**config.mk**
```make
export PLATFORM = sky130hd
export DESIGN_NAME = inst_mem_loader_flat
export DESIGN_NICKNAME = d
export VERILOG_FILES = /design/src/rtl/inst_mem_loader_if.sv /design/src/rtl/inst_mem_loader.sv /design/src/flat_wrapper.sv
export SDC_FILE = /design/constraint.sdc
export NUM_CORES = 1
export LEC_CHECK = 0
export BUFFER_PORTS_ARGS = -buffer_cell sky130_fd_sc_hd__buf_2
export CORE_UTILIZATION = 57
export DETAILED_ROUTE_END_ITERATION = 12
export GPL_TIMING_DRIVEN = 0
export PLACE_DENSITY = 0.91
export SLEW_MARGIN = 30
export SYNTH_ARGS = -nofsm -noshare
export SYNTH_HDL_FRONTEND = slang
export SYNTH_SLANG_ARGS = --single-unit
```
**constraint.sdc**
```tcl
create_clock -name Clk -period 2.95 [get_ports Clk]
set_input_delay 0.295 -clock Clk [delete_from_list [all_inputs] [get_ports Clk]]
set_output_delay 0.295 -clock Clk [all_outputs]
set_load 0.01 [all_outputs]
```
**src/rtl/inst_mem_loader_if.sv**
```systemverilog
// Host beat stream into the instruction memory loader: data/valid from the host,
// ready back from the loader.
interface inst_mem_loader_if #(
    parameter int HOST_DWIDTH = 32
);
    logic [HOST_DWIDTH-1:0] Host_Data;
    logic                   Host_Valid;
    logic                   Host_Ready;

    modport master (output Host_Data, output Host_Valid, input Host_Ready);
    modport slave  (input Host_Data, input Host_Valid, output Host_Ready);
endinterface

```
**src/rtl/inst_mem_loader.sv**
```systemverilog
// Packs host beats into instruction words and writes them sequentially into the
// write port of the CGRA instruction RAM, stalling while the CGRA is running.
module inst_mem_loader #(
    parameter int INST_DWIDTH = 72,
    parameter int INST_AWIDTH = 10,
    parameter int HOST_DWIDTH = 32
) (
    input  logic                   Clk,
    input  logic                   Resetn,
    input  logic                   Load_Start,
    input  logic [INST_AWIDTH-1:0] Load_Base,
    input  logic [INST_AWIDTH:0]   Load_Len,
    inst_mem_loader_if.slave       host,
    input  logic                   CGRA_Ena,
    output logic                   Inst_Wr_En,
    output logic [INST_AWIDTH-1:0] Inst_Wr_Addr,
    output logic [INST_DWIDTH-1:0] Inst_Wr_Data,
    output logic                   Load_Busy,
    output logic                   Load_Done
);
    localparam int BEATS = (INST_DWIDTH + HOST_DWIDTH - 1) / HOST_DWIDTH;
    localparam int BW    = (BEATS > 1) ? $clog2(BEATS) : 1;
    localparam logic [BW-1:0]        LAST_BEAT = BW'(BEATS - 1);
    localparam logic [INST_AWIDTH:0] ONE_INST  = (INST_AWIDTH + 1)'(1);

    // FLUSH lets the final registered write go out before Done pulses.
    typedef enum logic [1:0] {S_IDLE, S_LOAD, S_FLUSH, S_DONE} state_t;

    state_t                 state_q, state_d;
    logic [INST_AWIDTH-1:0] base_q, base_d;
    logic [INST_AWIDTH:0]   len_q, len_d;
    logic [INST_AWIDTH:0]   inst_cnt_q, inst_cnt_d;
    logic [BW-1:0]          beat_cnt_q, beat_cnt_d;
    logic [INST_DWIDTH-1:0] pack_q, pack_d;
    logic                   wr_en_q, wr_en_d;
    logic [INST_AWIDTH-1:0] wr_addr_q, wr_addr_d;
    logic [INST_DWIDTH-1:0] wr_data_q, wr_data_d;
    logic                   beat_fire;

    assign host.Host_Ready = (state_q == S_LOAD) && !CGRA_Ena;
    assign beat_fire       = host.Host_Valid && host.Host_Ready;

    always_comb begin
        // NOTE: every variable gets its hold value first so no path leaves it unassigned (no latches).
        state_d    = state_q;
        base_d     = base_q;
        len_d      = len_q;
        inst_cnt_d = inst_cnt_q;
        beat_cnt_d = beat_cnt_q;
        pack_d     = pack_q;
        wr_en_d    = 1'b0;
        wr_addr_d  = wr_addr_q;
        wr_data_d  = wr_data_q;

        unique case (state_q)
            S_IDLE: begin
                if (Load_Start) begin
                    base_d     = Load_Base;
                    len_d      = Load_Len;
                    inst_cnt_d = '0;
                    beat_cnt_d = '0;
                    pack_d     = '0;
                    state_d    = (Load_Len == '0) ? S_DONE : S_LOAD;
                end
            end
            S_LOAD: begin
                if (beat_fire) begin
                    // Beat k fills word bits [k*HOST_DWIDTH +: HOST_DWIDTH]; bits past the word are dropped.
                    for (int i = 0; i < INST_DWIDTH; i++) begin
                        if ((i / HOST_DWIDTH) == int'(beat_cnt_q)) begin
                            pack_d[i] = host.Host_Data[i % HOST_DWIDTH];
                        end
                    end
                    if (beat_cnt_q == LAST_BEAT) begin
                        wr_en_d    = 1'b1;
                        wr_addr_d  = base_q + inst_cnt_q[INST_AWIDTH-1:0];
                        wr_data_d  = pack_d;
                        beat_cnt_d = '0;
                        inst_cnt_d = inst_cnt_q + ONE_INST;
                        if (inst_cnt_d == len_q) begin
                            state_d = S_FLUSH;
                        end
                    end else begin
                        beat_cnt_d = beat_cnt_q + BW'(1);
                    end
                end
            end
            S_FLUSH: state_d = S_DONE;
            S_DONE:  state_d = S_IDLE;
            default: state_d = S_IDLE;
        endcase
    end

    always_ff @(posedge Clk or negedge Resetn) begin
        if (!Resetn) begin
            state_q    <= S_IDLE;
            base_q     <= '0;
            len_q      <= '0;
            inst_cnt_q <= '0;
            beat_cnt_q <= '0;
            pack_q     <= '0;
            wr_en_q    <= 1'b0;
            wr_addr_q  <= '0;
            wr_data_q  <= '0;
        end else begin
            state_q    <= state_d;
            base_q     <= base_d;
            len_q      <= len_d;
            inst_cnt_q <= inst_cnt_d;
            beat_cnt_q <= beat_cnt_d;
            pack_q     <= pack_d;
            wr_en_q    <= wr_en_d;
            wr_addr_q  <= wr_addr_d;
            wr_data_q  <= wr_data_d;
        end
    end

    assign Inst_Wr_En   = wr_en_q;
    assign Inst_Wr_Addr = wr_addr_q;
    assign Inst_Wr_Data = wr_data_q;
    assign Load_Busy    = (state_q != S_IDLE);
    assign Load_Done    = (state_q == S_DONE);
endmodule
```
**src/flat_wrapper.sv**
```systemverilog
// flat-port wrapper written by rule: the top's interface ports become plain ports
module inst_mem_loader_flat 
#(
    parameter int INST_DWIDTH = 72,
    parameter int INST_AWIDTH = 10,
    parameter int HOST_DWIDTH = 32
)
  (Clk, Resetn, Load_Start, Load_Base, Load_Len, CGRA_Ena, Inst_Wr_En, Inst_Wr_Addr, Inst_Wr_Data, Load_Busy, Load_Done, host_Host_Data, host_Host_Valid, host_Host_Ready);
  inst_mem_loader_if #(.HOST_DWIDTH(HOST_DWIDTH)) host_i ();
  input  logic Clk;
  input  logic Resetn;
  input  logic Load_Start;
  input  logic [INST_AWIDTH-1:0] Load_Base;
  input  logic [INST_AWIDTH:0] Load_Len;
  input  logic CGRA_Ena;
  output logic Inst_Wr_En;
  output logic [INST_AWIDTH-1:0] Inst_Wr_Addr;
  output logic [INST_DWIDTH-1:0] Inst_Wr_Data;
  output logic Load_Busy;
  output logic Load_Done;
  input wire logic [$bits(host_i.Host_Data)-1:0] host_Host_Data;
  input wire logic [$bits(host_i.Host_Valid)-1:0] host_Host_Valid;
  output wire logic [$bits(host_i.Host_Ready)-1:0] host_Host_Ready;
  assign host_i.Host_Data = host_Host_Data;
  assign host_i.Host_Valid = host_Host_Valid;
  assign host_Host_Ready = host_i.Host_Ready;
  inst_mem_loader #(.INST_DWIDTH(INST_DWIDTH), .INST_AWIDTH(INST_AWIDTH), .HOST_DWIDTH(HOST_DWIDTH)) u_core (.Clk(Clk), .Resetn(Resetn), .Load_Start(Load_Start), .Load_Base(Load_Base), .Load_Len(Load_Len), .host(host_i), .CGRA_Ena(CGRA_Ena), .Inst_Wr_En(Inst_Wr_En), .Inst_Wr_Addr(Inst_Wr_Addr), .Inst_Wr_Data(Inst_Wr_Data), .Load_Busy(Load_Busy), .Load_Done(Load_Done));
endmodule
```
==> flow_metrics.py, run 1 <==
metrics = {
    "run_status": {
        "outcome": "complete, no violations",
    },
    "route": {
        "route.vias.total": 7722,
        "detail_route.wirelength_mm": 23.11,
        "first_iter_violations": 999,
        "drc_errors": 0,
        "routed_via_density": 6.143,
        "drt_first_pass_iters": 6,
        "antenna_left": 0,
        "routedWlPerCell_um": 18.39,
    },
    "grt": {
        "grt-ovfl-total": 0,
        "grt_first_pass_wirelength_mm": 37.12,
        "vias_in_the_first_global_route": 7396,
        "gr_usage_total": 0.2997,
        "antenna_found_initial": 1,
        "grt_start_max_net_pins": 70,
    },
    "die": {
        "design.die.area_um2": 15820,
        "coreArea_um2": 14750,
        "initial_core_utilization": 0.5920,
        "y_dimension_of_the_die_um": 125.8,
        "top_level_ports": 144,
        "fp-row-count": 44,
        "chipWidth_um": 125.8,
    },
    "placement": {
        "detailedPlacementHpwl_mm": 16.05,
        "dp_cells": 1223,
        "postPlaceCellArea_um2": 9746,
        "portBuffers": 143,
        "preCtsSetupSlack_ns": 0.3856,
        "finalWeightedCongestion": 0.8975,
    },
    "critical_path": {
        "worstPathRequired_ns": 2.65,
        "path_buf_inv": 5,
        "crit_path_start_kind": "flip-flop",
        "critPathMaxFanout": 10,
        "timing.critical_path.arrival_ns": 2.39,
        "critPathSlowestCell": "dfrtp_1",
        "cp-end-kind": "output pin",
        "setup.reg_to_reg.worst_slack_ns": 0.32,
        "r2r_end": "u_core.pack_q[60]",
        "worst_r2r_startpoint": "u_core.state_q[0]",
        "timing_worst_setup_path_type": "flip-flop to output pin",
        "rr_worst_depth": 9,
        "timing.critical_path.mode_cell": "inv_1",
        "cell_class_contributing_the_biggest_share_of_worst_path_delay": "buffers and inverters",
        "crit_path_cell_trace": "inv_1 > ha_1 > inv_1 > clkbuf_1 > clkbuf_2 > nor2_1 > buf_2",
        "timing.critical_path.slowest_cell_delay_ns": 0.42,
    },
    "power": {
        "power_density_nw_per_um2": 824.8,
        "power.ir.vdd_worst_uv": 664.0,
        "power.static_leakage_nw": 5.257,
        "overall_power_of_the_completed_layout_mw": 8.568,
    },
    "clock_network": {
        "cts-root-to-sink-buffers": 2,
        "cts.clk_slew.worst_paths_ns": 0.07,
        "tritoncts": "yes",
        "cts_htree_levels": 4,
        "numClockSinks": 183,
        "clock_latency_ns": 0.43,
        "clock-root-buffer": "clkbuf_16",
        "cts_buffers": 17,
    },
    "timing": {
        "fin_crit_ns": 2.684,
        "share_of_the_clock_period_used_by_the_worst_path": 0.9098,
        "grt_setup_unrepaired": "no",
        "final-hold-violation-count": 0,
        "max_freq_ghz": 0.3726,
        "maxSlewViolCount": 0,
        "timing.max_slew.rel_slack": 0.5510,
        "worst_slack_ns": 0.2661,
        "finalSetupViolCount": 0,
        "finalClockSkew_ns": 0.008515,
        "worstMarginPinSlew_ns": 0.6565,
    },
    "cells_and_area": {
        "finalNetCount": 1132,
        "n_fill_cell": 1069,
        "multiInputGateArea_um2": 3807,
        "ff_latch_area_um2": 4579,
        "post-route-cell-area_um2": 10390,
        "fraction_of_layout_cells_with_a_size_suffix_above_1": 0.2155,
        "synthToLayoutAreaGrowth_pct": 18.92,
        "final_cell_count_no_fill": 1257,
    },
    "logic_synthesis": {
        "synthesis.instances": 894,
        "yosysWarningCount": 0,
        "synth-edff-count": 0,
        "share_of_yosys_cell_area_claimed_by_the_top_area_cell_type": 0.5243,
        "largest_cells_by_area_after_synthesis": "dfrtp_1 (52%), nand2_1 (10%), nand4b_1 (6.4%), a22oi_1 (5.5%), o21ai_0 (4.8%)",
        "syn_nets": 967,
        "avgSynthCellArea_um2": 9.770,
        "synth_top_cells_by_count": "nand2_1 (244), dfrtp_1 (183), o21ai_0 (83)",
        "synth.cell_area_um2": 8735,
        "ys.flop_type": "dfrtp_1",
        "fraction_of_synthesis_flops_using_an_asynchronous_set_or_reset_pin": 1.000,
        "synthMostInstantiatedCell": "nand2_1",
        "netlist-cell-type-count": 60,
        "yosysTopAreaCell": "dfrtp_1",
        "yosys_register_bits": 183,
        "synth.yosys.seq_area_share": 0.5243,
    },
    "worst_hold_path": {
        "worst_hold_path.endpoint": "u_core.base_q[5]",
        "hold_start": "Load_Base[5]",
        "worstHoldPathCells": 2,
        "worstHoldPathType": "input pin to flip-flop",
    },
    "job": {
        "cap_viol_max_count": 0,
    },
}
## layout make-up
class                   instances  share of cell area
plain buffers                  73             0.02963
well taps                     184             0.02216
repair buffers                146             0.07613
clock buffers                  21             0.04529
flip-flops and latches        183              0.4409
diodes                          1           0.0002409
clock inverters                11             0.01518
inverters                      11            0.003975
multi-input cells             627              0.3665
## cells by family (layout without fill, tap and decap cells)
family | Yosys count | count (layout) | synth area share
buffers and inverters | 84 | 262 | 0.03982
DFF | 183 | 183 | 0.5243
adders and majority gates | 15 | 15 | 0.02235
AOI/OAI and AO/OA | 189 | 189 | 0.1400
xor gates and xnor gates | 20 | 20 | 0.02005
and+or+nand+nor | 379 | 379 | 0.2223
muxes | 24 | 24 | 0.03123
other | 0 | 1 | 0
## per-stage QoR
step             util  setup TNS (ns)  hold WS [ns]
2_1_floorplan       -               0    -0.0005911
3_3_place_gp   0.6561         -220.89        0.4434
3_5_place_dp   0.6605               0        0.2894
4_1_cts        0.7038               0       0.08218
5_1_grt        0.7039               0       0.08683
6_report       0.7040               0       0.09047
## registers in the layout, indices dropped and copies added, names as in the netlist
| signal | flops |
|---|---|
| u_core.len_q | 11 |
| u_core.pack_q | 64 |
| u_core.beat_cnt_q | 2 |
| u_core.Inst_Wr_Addr | 10 |
| u_core.state_q | 2 |
| u_core.Inst_Wr_Data | 72 |
| u_core.inst_cnt_q | 11 |
| u_core.Inst_Wr_En | 1 |
| u_core.base_q | 10 |
## placed cells by master (no fill, tap or decap), types with 12 or more instances in the layout
cell type and n:
a22oi_1 64, xnor2_1 12, buf_2 153, ha_1 14
nand2_1 244, nor2_1 13, clkbuf_1 53, mux2_2 22
nand4b_1 64, dfrtp_1 183, clkbuf_16 17, o21ai_0 83
## how the worst max path moves through the flow
stage / start / depth (start not counted) / endpoint
finish: u_core.state_q[1] / 7 / host_Host_Ready
global route: u_core.state_q[0] / 9 / u_core.pack_q[60]
CTS: u_core.state_q[1] / 7 / host_Host_Ready
detailed placement: u_core.inst_cnt_q[0] / 8 / u_core.Inst_Wr_Addr[8]
global placement: Resetn / 1 / u_core.len_q[1]
floorplan: u_core.inst_cnt_q[0] / 8 / u_core.Inst_Wr_Addr[8]
## worst register-to-register path, delay by kind of cell, from the launching register on
family | cells | cell delay, ns
compound gates | 3 | 0.59
fa+ha+maj | 1 | 0.30
buf+inv | 3 | 0.85
flops | 1 | 0.42
simple gates | 2 | 0.39
## where the power goes
part	internal [mW]	switching, mW	total [mW]
sequential	3.02	0.446	3.47
combinational	1.02	1.65	2.68
clock	1.42	1.01	2.43
## layer usage
metal  GRT usage  wire length (um)  vias up  part of all wire
met2      0.5039             11480      426              0.50
met3     0.05692              1809       58             0.078
met1      0.3853              9235     3745              0.40
met4      0.1198               592        0             0.026
met5           0                 0        -                 0
li1            -                 -     3493                 -
## what timing repair did
item | in CTS | in global routing
buffers inserted | 0 | 0
resized for setup | 0 | 2
endpoints found under the setup margin | 0 | 1
hold buffers | 1 | 0
hold endpoints to repair | 67 | 0
Power figures use the tool's default switching activity.
==> run 2, diff against run 1 <==
- CORE_UTILIZATION: 57 -> 59
- CTS_BUF_LIST: unset -> sky130_fd_sc_hd__clkbuf_4
- PLACE_DENSITY: 0.91 -> 0.93
- SLEW_MARGIN: 30 -> 20
==> run 2 against run 1 <==
Clock skew is 0.010 ns higher. Power is 13% lower. Largest power group unchanged. Via count is 2.8% higher. Sequential share of layout area is 0.36 points lower. Worst setup slack better by 0.013 ns.
==> flow_metrics.py, run 2 (same netlist as run 1, synthesis figures left out) <==
metrics = {
    "critical_path": {
        "crit_path_cell_trace": "inv_1 > ha_1 > nand2b_1 > clkbuf_1 > o21ai_2 > nor2_1 > clkbuf_1 > a22oi_1 > o21ai_0",
        "worstPathRequired_ns": 3.48,
        "timing.critical_path.arrival_ns": 3.20,
        "crit_path_start_kind": "flip-flop",
        "cp-end-kind": "flip-flop",
        "timing_worst_setup_path_type": "flip-flop to flip-flop",
        "path_buf_inv": 3,
        "cell_class_contributing_the_biggest_share_of_worst_path_delay": "buffers and inverters",
        "critPathSlowestCell": "clkbuf_1",
        "timing.critical_path.slowest_cell_delay_ns": 0.47,
        "critPathMaxFanout": 10,
        "timing.critical_path.mode_cell": "clkbuf_1",
    },
    "die": {
        "top_level_ports": 144,
        "chipWidth_um": 123.7,
        "design.die.area_um2": 15300,
        "initial_core_utilization": 0.6033,
        "y_dimension_of_the_die_um": 123.7,
        "coreArea_um2": 14480,
        "fp-row-count": 44,
    },
    "cells_and_area": {
        "synthToLayoutAreaGrowth_pct": 19.90,
        "finalNetCount": 1179,
        "ff_latch_area_um2": 4579,
        "n_fill_cell": 1009,
        "multiInputGateArea_um2": 3807,
        "largest_register_ffs": 72,
        "final_common_cell": "nand2_1",
        "fraction_of_layout_cells_with_a_size_suffix_above_1": 0.2038,
        "final_cell_mix": "nand2_1 (244), dfrtp_1 (183), buf_2 (153), o21ai_0 (83)",
    },
    "timing": {
        "fin_crit_ns": 2.671,
        "maxSlewViolCount": 0,
        "grt_setup_unrepaired": "no",
        "timing.max_slew.rel_slack": 0.4834,
        "finalSetupViolCount": 0,
        "worstMarginPinSlew_ns": 0.7749,
        "finalClockSkew_ns": 0.01879,
        "share_of_the_clock_period_used_by_the_worst_path": 0.9054,
        "final-hold-violation-count": 0,
        "worst_slack_ns": 0.2792,
        "max_freq_ghz": 0.3744,
    },
    "route": {
        "routed_via_density": 6.090,
        "routedWlPerCell_um": 18.29,
        "drt_first_pass_iters": 6,
        "drc_errors": 0,
        "antenna_left": 0,
        "detail_route.wirelength_mm": 23.85,
        "route.vias.total": 7941,
        "first_iter_violations": 956,
    },
    "job": {
        "cap_viol_max_count": 0,
    },
    "clock_network": {
        "postCtsSetupRepairBufs": 0,
        "cts.clk_slew.worst_paths_ns": 0.15,
        "cts-root-to-sink-buffers": 2,
        "clock_latency_ns": 0.60,
        "tritoncts": "yes",
        "numClockSinks": 183,
        "cts_htree_levels": 4,
        "cts_buffers": 17,
        "clock-root-buffer": "clkbuf_4",
    },
    "placement": {
        "portBuffers": 143,
        "detailedPlacementHpwl_mm": 16.02,
        "preCtsSetupSlack_ns": 0.4121,
        "finalWeightedCongestion": 0.9037,
    },
    "power": {
        "power.ir.vdd_worst_uv": 615.1,
        "overall_power_of_the_completed_layout_mw": 7.493,
        "power_density_nw_per_um2": 715.5,
        "power.static_leakage_nw": 5.272,
    },
    "worst_hold_path": {
        "worstHoldPathType": "input pin to flip-flop",
    },
    "grt": {
        "grt_start_max_net_pins": 102,
        "grt-ovfl-total": 0,
        "vias_in_the_first_global_route": 7859,
        "gr_usage_total": 0.3293,
        "antenna_found_initial": 1,
        "grt_first_pass_wirelength_mm": 38.22,
    },
    "run_status": {
        "outcome": "complete, no violations",
    },
}
## run 2: cell count changes in the layout (fill, tap and decap cells not counted), sizes merged
cell         before  now
clkinvlp          1    3
bufinv            3    1
buf             165  164
dlygate4sd3       1   50
clkbuf           74   69
inv              17   15
clkinv            1    7
## run 2: final cells by class
type | instances | share of cell area
tap | 184 | 0.02198
multi-input combinational | 627 | 0.3636
inverter | 11 | 0.003943
clock buffer | 17 | 0.01219
buffer | 72 | 0.02903
antenna | 1 | 0.0002389
clock inverter | 15 | 0.01207
sequential | 183 | 0.4373
timing repair buffer | 194 | 0.1197
## run 2: where the power goes
| part | internal (mW) | switching, mW | leakage, nW |
|---|---|---|---|
| combinational | 1.06 | 1.66 | 2.66 |
| sequential | 3.01 | 0.451 | 2.48 |
| clock | 0.418 | 0.893 | 0.132 |
## run 2: repair_timing
item                                   in CTS  in global routing
endpoints found under the hold margin     161                  0
pin swaps                                   0                  0
gates resized for setup                     1                  0
setup endpoints to repair                   1                  1
hold buffers                               50                  0
## run 2: path summary, 6_finish.rpt
check | to | startpoint | depth (start not counted) | slack (ns)
hold reg to reg | u_core.Inst_Wr_Data[8] | u_core.Inst_Wr_Data[8] | 2 | 0.48
setup / recovery | u_core.pack_q[56] | u_core.state_q[0] | 9 | 0.28
min in group asynchronous | u_core.Inst_Wr_Data[19] | Resetn | 2 | 0.23
setup reg to reg | u_core.pack_q[56] | u_core.state_q[0] | 9 | 0.28
max in group asynchronous | u_core.len_q[1] | Resetn | 3 | 1.83
hold / removal | u_core.pack_q[29] | host_Host_Data[29] | 3 | 0.03
## run 2: metal layers
layer / up-vias / global-route usage / routed length [um]
li1: 3574 / - / -
met1: 3829 / 0.4040 / 9171
met2: 444 / 0.5340 / 11840
met3: 94 / 0.07830 / 1969
met4: 0 / 0.1860 / 870
met5: - / 0 / 0
## run 2: through the flow
step	hold slack (ns)	setup TNS, ns	cell area (um2)	util	instances
finish	0.03136	0	10470	0.7233	1304
global route	0.002581	0	10470	0.7233	1304
CTS	0.003673	0	10470	0.7234	1304
detailed placement	0.3815	0	9718	0.6712	1222
global placement	0.4454	-221.71	9681	0.6686	1221
floorplan	-0.0005911	0	8735	-	894
## run 2: worst min-delay path: stages
cell	delay (ns)
buf_2	0.10
a22oi_1	0.06
o21ai_0	0.15
